==> src/rtl/cactus_spawner.sv <==
// cactus_spawner
// Spawns up to four cactus obstacles and scrolls them across the screen for the
// dino game. Positions are published through cactuses0..3. While cactus_sync is
// high the consumer must ignore the positions. Spawn gaps are drawn from a
// 16-bit Galois LFSR. The scroll step grows as more cactuses are spawned.
//
// Ports:
//   clk          system clock
//   rst          synchronous, active-high reset
//   game_over    1 = freeze everything; a falling edge restarts the game
//   cactuses0..3 slot positions, 0 = empty slot
//   cactus_sync  high for two cycles around every position update
//   step         current per-tick position increment
//   spawn_count  spawns since restart, saturating at 255
module cactus_spawner #(
  parameter int          TICK_DIV      = 500000,
  parameter int          X_SPAWN       = 1,
  parameter int          X_END         = 1224,
  parameter int          STEP_INIT     = 4,
  parameter int          STEP_MAX      = 12,
  parameter int          SPEEDUP_EVERY = 8,
  parameter int          GAP_MIN       = 60,
  parameter int          GAP_MASK      = 63,
  parameter logic [15:0] LFSR_SEED     = 16'hACE1,
  parameter int          STEP_W        = 4
) (
  input  logic              clk,
  input  logic              rst,
  input  logic              game_over,
  output logic [11:0]       cactuses0,
  output logic [11:0]       cactuses1,
  output logic [11:0]       cactuses2,
  output logic [11:0]       cactuses3,
  output logic              cactus_sync,
  output logic [STEP_W-1:0] step,
  output logic [7:0]        spawn_count
);

  localparam int CNT_W = (TICK_DIV > 1) ? $clog2(TICK_DIV) : 1;
  localparam int GAP_W = 16;
  localparam logic [CNT_W-1:0]  TICK_LAST = CNT_W'(TICK_DIV - 1);
  localparam logic [STEP_W-1:0] STEP_TOP  = STEP_W'(STEP_MAX);

  typedef enum logic [2:0] {FROZEN, RUN, PRE, UPD, POST} state_t;

  state_t           state;
  logic             go_prev;
  logic [15:0]      lfsr;
  logic [GAP_W-1:0] gap;
  logic [CNT_W-1:0] tick_cnt;
  logic [11:0]      slot [4];

  logic             restart;
  logic [15:0]      lfsr_next;
  logic [12:0]      sum [4];
  logic [11:0]      new_slot [4];
  logic             found;
  logic [1:0]       spawn_idx;
  logic             spawn;
  logic [7:0]       cnt_inc;
  logic             speedup;
  logic [STEP_W-1:0] step_up;
  logic [GAP_W-1:0] gap_reload;

  assign cactuses0 = slot[0];
  assign cactuses1 = slot[1];
  assign cactuses2 = slot[2];
  assign cactuses3 = slot[3];

  // Next-state values for the LFSR, restart detection and the tick commit.
  always_comb begin
    restart   = go_prev & ~game_over;
    lfsr_next = {1'b0, lfsr[15:1]} ^ (lfsr[0] ? 16'hB400 : 16'h0000);

    // Lowest-index empty slot, judged on the pre-commit positions.
    found     = 1'b0;
    spawn_idx = 2'd0;
    for (int i = 0; i < 4; i++) begin
      if (!found && (slot[i] == 12'd0)) begin
        found     = 1'b1;
        spawn_idx = 2'(i);
      end else begin
        found     = found;
        spawn_idx = spawn_idx;
      end
    end
    spawn = (gap == '0) && found;

    // Advance occupied slots; anything reaching X_END drops off the screen.
    for (int i = 0; i < 4; i++) begin
      sum[i] = {1'b0, slot[i]} + 13'(step);
      if (spawn && (spawn_idx == 2'(i))) begin
        new_slot[i] = 12'(X_SPAWN);
      end else if (slot[i] == 12'd0) begin
        new_slot[i] = 12'd0;
      end else if (sum[i] >= 13'(X_END)) begin
        new_slot[i] = 12'd0;
      end else begin
        new_slot[i] = sum[i][11:0];
      end
    end

    if (spawn_count == 8'd255) begin
      cnt_inc = 8'd255;
    end else begin
      cnt_inc = spawn_count + 8'd1;
    end

    if (spawn && (cnt_inc != 8'd0) && ((int'(cnt_inc) % SPEEDUP_EVERY) == 0)) begin
      speedup = 1'b1;
    end else begin
      speedup = 1'b0;
    end

    if (step >= STEP_TOP) begin
      step_up = STEP_TOP;
    end else begin
      step_up = step + STEP_W'(1);
    end

    gap_reload = GAP_W'(GAP_MIN) + GAP_W'(lfsr[7:0] & 8'(GAP_MASK));
  end

  // Game state machine: tick timing, sync framing and position commit.
  always_ff @(posedge clk) begin
    if (rst) begin
      state       <= FROZEN;
      go_prev     <= 1'b1;
      lfsr        <= LFSR_SEED;
      gap         <= GAP_W'(GAP_MIN);
      tick_cnt    <= '0;
      cactus_sync <= 1'b0;
      step        <= STEP_W'(STEP_INIT);
      spawn_count <= 8'd0;
      for (int i = 0; i < 4; i++) slot[i] <= 12'd0;
    end else begin
      lfsr    <= lfsr_next;
      go_prev <= game_over;
      if (restart) begin
        // A falling game_over wins even in the middle of an update sequence.
        state       <= RUN;
        gap         <= GAP_W'(GAP_MIN);
        tick_cnt    <= '0;
        cactus_sync <= 1'b0;
        step        <= STEP_W'(STEP_INIT);
        spawn_count <= 8'd0;
        for (int i = 0; i < 4; i++) slot[i] <= 12'd0;
      end else begin
        case (state)
          FROZEN: begin
            cactus_sync <= 1'b0;
          end
          RUN: begin
            if (game_over) begin
              state <= FROZEN;
            end else if (tick_cnt == TICK_LAST) begin
              tick_cnt <= '0;
              state    <= PRE;
            end else begin
              tick_cnt <= tick_cnt + CNT_W'(1);
            end
          end
          PRE: begin
            cactus_sync <= 1'b1;
            state       <= UPD;
          end
          UPD: begin
            for (int i = 0; i < 4; i++) slot[i] <= new_slot[i];
            if (spawn) begin
              gap         <= gap_reload;
              spawn_count <= cnt_inc;
            end else if (gap != '0) begin
              gap <= gap - GAP_W'(1);
            end else begin
              // Every slot busy: hold gap at zero and retry next tick.
              gap <= gap;
            end
            if (speedup) begin
              step <= step_up;
            end else begin
              step <= step;
            end
            state <= POST;
          end
          POST: begin
            cactus_sync <= 1'b0;
            state       <= game_over ? FROZEN : RUN;
          end
          default: begin
            cactus_sync <= 1'b0;
            state       <= FROZEN;
          end
        endcase
      end
    end
  end

endmodule

==> config.mk <==
export PLATFORM = sky130hd
export DESIGN_NAME = cactus_spawner
export DESIGN_NICKNAME = d
export VERILOG_FILES = /design/src/rtl/cactus_spawner.sv
export SDC_FILE = /design/constraint.sdc
export NUM_CORES = 1
export LEC_CHECK = 0
export BUFFER_PORTS_ARGS = -buffer_cell sky130_fd_sc_hd__clkbuf_2
export CORE_MARGIN = 3
export CORE_UTILIZATION = 55
export DETAILED_ROUTE_END_ITERATION = 6
export GPL_TIMING_DRIVEN = 0
export PLACE_DENSITY = 0.79
export SETUP_SLACK_MARGIN = 0.2
export SKIP_CTS_REPAIR_TIMING = 1
export SYNTH_ARGS = -nofsm -noshare
export SYNTH_HDL_FRONTEND = slang
export SYNTH_SLANG_ARGS = --single-unit
==> constraint.sdc <==
create_clock -name clk -period 3.4 [get_ports clk]
set_clock_uncertainty 0.05 [all_clocks]
set_input_delay 0.34 -clock clk [delete_from_list [all_inputs] [get_ports clk]]
set_output_delay 0.34 -clock clk [all_outputs]
set_load 0.01 [all_outputs]
After elaboration in Yosys (flattened, before gate mapping) --
Memory sizes are Yosys's and may differ from the RTL's. Index checks and enable logic that the tools add are counted.
Cells by class: shift operators 0, multiply operators 0, div/mod/pow operators 0, $add $sub $neg 9, reductions and logical operators 32, muxes and demuxes 49, bitwise operators 12, order comparisons 5, eq/ne operators 12
Operators with widths (number):
- $mux 12 | 20
- $add 12x4->13 | 4
- $ge 13x11->1 const B | 4
- $logic_not 12->1 | 4
- $mux 16 | 3
- $logic_not 32->1 | 1
- $add 19x1->19 const B | 1
- $eq 19x19->1 const B | 1
- $mux 19 | 1
- $mux 1 | 17
- $logic_not 16->1 | 1
- $reduce_bool 16->1 | 1
- $sub 16x1->16 const B | 1
- $xor 15x16->16 | 1
- $pmux 3 s5 | 1
- $reduce_and 2->1 | 6
- $logic_and 1x1->1 | 10
- $add 8x1->8 const B | 1
- $eq 8x8->1 const B | 1
- $mux 8 | 1
- $or 1x1->1 | 8
- $reduce_bool 8->1 | 1
- $add 6x6->7 const A | 1
- $eq 3x2->1 const B | 2
- other kinds (20) | 27
Word-level totals: memory bits (writable) 48, bits in registers 68, bits in read-only memories 0, memories kept 1, bits in latches 0
Memory list:
- slot | depth 4, width 12, read ports 4, clocked after memory_dff 0, wr ports 4, line 51 | logic [11:0] slot [4];

Longest topological paths before layout --
An unclocked memory read counts as a cell.
depth after elaboration 17, depth in mapped cells 11

Least setup slack after synthesis --
Ideal clock, no wire load.
path kind register to register, from mem slot[0][0], to mem slot[0][0] (data pin), data required time 3.198 ns, stages on the path, launching flop included 11, slack 0.471 ns, arrival 2.727 ns, cells stage by stage edfxtp_1 > ha_1 > fa_1 > a21o_1 > a21oi_1 > nor2_1 > or3_1 > o2bb2ai_1 > a211o_1 > clkbuf_1 > o21ai_0
RTL lines (line):
- from (decl) | 51

Worst setup path after layout --
from reg gap[7], to reg step[2]
On the way: cells in the longest elaborated chain, start to end 6
Ends and longest elaborated chain:
- from (decl) | line 49 | logic [GAP_W-1:0] gap;
- from (signal assigned) | line 130 | gap <= GAP_W'(GAP_MIN);
- from (signal assigned) | line 142 | gap <= GAP_W'(GAP_MIN);
- from (signal assigned) | line 170 | gap <= gap_reload;
- $logic_not 16->1 | line 87 | spawn = (gap == '0) && found;
- $logic_and 1x1->1 | line 87
- $logic_and 1x1->1 (2 in series) | line 109 | if (spawn && (cnt_inc != 8'd0) && ((int'(cnt_inc) % SPEEDUP_EVERY) == 0)) begin
- $mux 1 | line 109
- $reduce_and 2->1 (no source line)
- to (signal assigned) | line 133 | step <= STEP_W'(STEP_INIT);
- to (signal assigned) | line 145 | step <= STEP_W'(STEP_INIT);
- to (signal assigned) | line 179 | step <= step_up;
- to (decl) | line 35 | output logic [STEP_W-1:0] step,
Every way passes these cells. A chain may end at the register's enable or synchronous reset.

==> impl_metrics.py <==
metrics = {
    "job": {
        "cap_violations": 0,
    },
    "timing": {
        "fin_crit_sh": 0.901,
        "slew_violations": 0,
        "fmax_mhz": 327,
        "hold_viol": 0,
        "grt_setup_unrepaired": "false",
        "maxSlewHeadroom": 0.346,
        "setup_viol": 0,
        "whs_ns": 0.170,
        "worst_slew_pin_slew_ns": 0.979,
        "min_period_ns": 3.06,
    },
    "pwr": {
        "totalPowerFinal_mw": 3.52,
        "p_per_area_mw_per_mm2": 465,
        "peakVddDrop_mv": 0.369,
        "power_leakage_nw": 2.91,
    },
    "clock_tree": {
        "cts.sinks": 116,
        "clkTransAtPathRegs_ns": 0.06,
        "clkLatencyLatePin_ns": 0.42,
        "cts_tree": "yes",
        "htreeDepth": 4,
        "numCtsBuffers": 17,
        "cts_root_buf": "clkbuf_16",
        "clk_path_buf_depth": 2,
    },
    "floorplanning": {
        "num_io_pins": 64,
        "die_h_um": 114,
        "dieArea_mm2": 0.0130,
        "initial_core_util": 0.577,
        "core-area_mm2": 0.0111,
        "num_rows": 38,
        "die_w_um": 114,
    },
    "critical_path": {
        "crit_arrival_ns": 3.27,
        "critPathLaunchType": "flip-flop",
        "required_ns": 3.60,
        "cp_max_fo": 6,
        "cp_slowest_cell": "or4_4",
        "crit_chain": "or4_4 > nor4_4 > or4b_1 > buf_2 > nor4_4 > nand3_2 > nor4b_1 > o21ai_0",
        "path_class": "flip-flop to flip-flop",
        "worst_path_most_repeated_cell": "nor4_4",
        "worstSetupEndpointType": "flip-flop",
        "critPathMaxStageDelay_ns": 0.57,
    },
    "synth": {
        "synthMuxAreaShare": 0.0147,
        "synthesis.instances": 707,
        "synthDistinctLibCells": 70,
        "yosys_warnings": 0,
        "synth_fa_ha_area_frac": 0.0536,
        "ys_seq_elements": 116,
        "synth_edf_count": 36,
        "async_flop_share": 0,
        "synth_compound_area_frac": 0.159,
        "avgSynthCellArea_um2": 9.04,
        "synth_ff_type": "dfxtp_1",
        "synth_area_mm2": 0.00639,
        "synth-simple-area-share": 0.242,
        "ys_seq_area_frac": 0.420,
        "synth_top_family_by_area": "simple AND/OR/NAND/NOR gates",
        "synthXorXnorAreaFrac": 0.0767,
    },
    "detailed_routing": {
        "num_vias": 5701,
        "vias_per_cell": 6.02,
        "finalWirelength_mm": 15.2,
        "first_iter_violations": 529,
        "m1WireLength_mm": 6.48,
        "drt-pass1-iter-count": 7,
        "wl_met3_um": 951,
        "route.detailed.drc": 5,
        "ant_nets": 0,
        "route.met2.wl_mm": 7.48,
        "top_layer": "met4",
        "wl_per_cell_um": 16.0,
    },
    "global_routing": {
        "grt_pass1_wl_mm": 25.4,
        "grt_max_degree": 25,
        "overflow": 0,
        "grt_pass1_vias": 5518,
        "grt_usage": 0.240,
        "antenna_found_initial": 0,
    },
    "place": {
        "placed_area_mm2": 0.00689,
        "port_buffers": 63,
        "dp_hpwl_mm": 10.7,
        "gp_congestion": 0.903,
        "dp_cells": 912,
    },
    "layout": {
        "layout-drive-gt1-share": 0.171,
        "fillers": 839,
        "finalNetCount": 822,
        "regArea_mm2": 0.00269,
        "num_antenna_cells": 0,
        "final_cells": 947,
        "stdcell_area_mm2": 0.00757,
        "multiInputGateArea_mm2": 0.00354,
        "utilization": 0.684,
        "area.growth.synth_to_final_pct": 18.5,
    },
    "outcome": {
        "violations": "design-rule violations",
        "status": "finished with violations",
    },
    "hold_path": {
        "hp-class": "input pin to flip-flop",
    },
}
[Yosys cell counts, types with 19 or more instances]
master | count | area share
nor2_1 | 94 | 0.055
dfxtp_1 | 80 | 0.25
nand2_1 | 37 | 0.022
edfxtp_1 | 36 | 0.17
inv_1 | 35 | 0.021
o21ai_0 | 32 | 0.025
xnor2_1 | 28 | 0.038
xor2_1 | 28 | 0.038
a21oi_1 | 25 | 0.020
nor3_1 | 25 | 0.020
clkbuf_1 | 21 | 0.012
ha_1 | 21 | 0.041
nand3_1 | 20 | 0.016
nor4_1 | 20 | 0.020
a211oi_1 | 19 | 0.022
[sequential cells by signal, indices dropped and copies added, names as in the netlist]
name,flops
cactus_sync,1
gap,16
go_prev,1
lfsr,16
slot,48
spawn_count,8
state,3
step,4
tick_cnt,19
[through the flow]
stage,setup TNS (ns),worst slack [ns]
2_1_floorplan,0,0.471
4_1_cts,-0.113,-0.0535
5_1_grt,0,0.191
3_5_place_dp,-0.0418,-0.0387
6_report,0,0.338
3_3_place_gp,0,0.0387
[critical path: cells and delay by family, from the launching register on]
kind            cells  cell delay [ns]
compound gates      1             0.13
buf+inv             1             0.18
flops               1             0.34
simple gates        6             2.19
[placed cells by master, fill, tap and decap left out, types with 6 or more instances in the layout]
cell type / Yosys / layout
clkbuf_1: 21 / 18
a21o_1: 7 / 7
a22oi_1: 7 / 7
nand3_1: 20 / 20
clkbuf_2: 0 / 66
nand2b_1: 8 / 8
and3_1: 18 / 18
nand4_1: 11 / 11
nor3_1: 25 / 24
inv_1: 35 / 35
or2_2: 10 / 10
nor4_1: 20 / 20
ha_1: 21 / 21
xor2_1: 28 / 28
o31ai_1: 6 / 6
a21oi_1: 25 / 24
nand2_1: 37 / 37
or3_1: 6 / 6
o211ai_1: 7 / 7
nor2_1: 94 / 94
a211oi_1: 19 / 18
nor2b_1: 14 / 13
xnor2_1: 28 / 28
o21ai_0: 32 / 29
clkbuf_16: 0 / 18
a211o_1: 6 / 6
dfxtp_1: 80 / 77
edfxtp_1: 36 / 36
mux2i_1: 6 / 6
[worst paths after layout]
check | from | end | slack (ns) | cells after the start
max reg2reg | gap[7] | step[2] | 0.34 | 8
max | gap[7] | step[2] | 0.34 | 8
min reg2reg | lfsr[6] | lfsr[5] | 0.36 | 1
min | game_over | go_prev | 0.17 | 2
[layout make-up]
type,count,share of cell area
Clock inverter,13,0.0193
Sequential cell,116,0.355
Timing Repair Buffer,66,0.0446
Buffer,23,0.0122
Multi-Input combinational cell,535,0.467
Tap cell,140,0.0231
Inverter,35,0.0173
Clock buffer,19,0.0613
[per-layer routing]
metal | vias up | track usage
met4 | 0 | 0.0831
met3 | 27 | 0.0531
li1 | 2759 | -
met5 | - | 0
met2 | 194 | 0.411
met1 | 2721 | 0.298
[power by group]
| group | internal, mW | switching (mW) | total [mW] |
|---|---|---|---|
| Sequential | 1.47 | 0.0386 | 1.51 |
| Combinational | 0.0748 | 0.121 | 0.195 |
| Clock | 1.15 | 0.668 | 1.82 |
| Total | 2.69 | 0.827 | 3.52 |
[cells by family after synthesis]
group	after synthesis
other	1
muxes	9
DFF	116
adders and majority gates	25
xor gates and xnor gates	56
buffers and inverters	58
AOI/OAI and AO/OA	149
and+or+nand+nor	293
No activity file was read; power rests on OpenSTA's default activity.
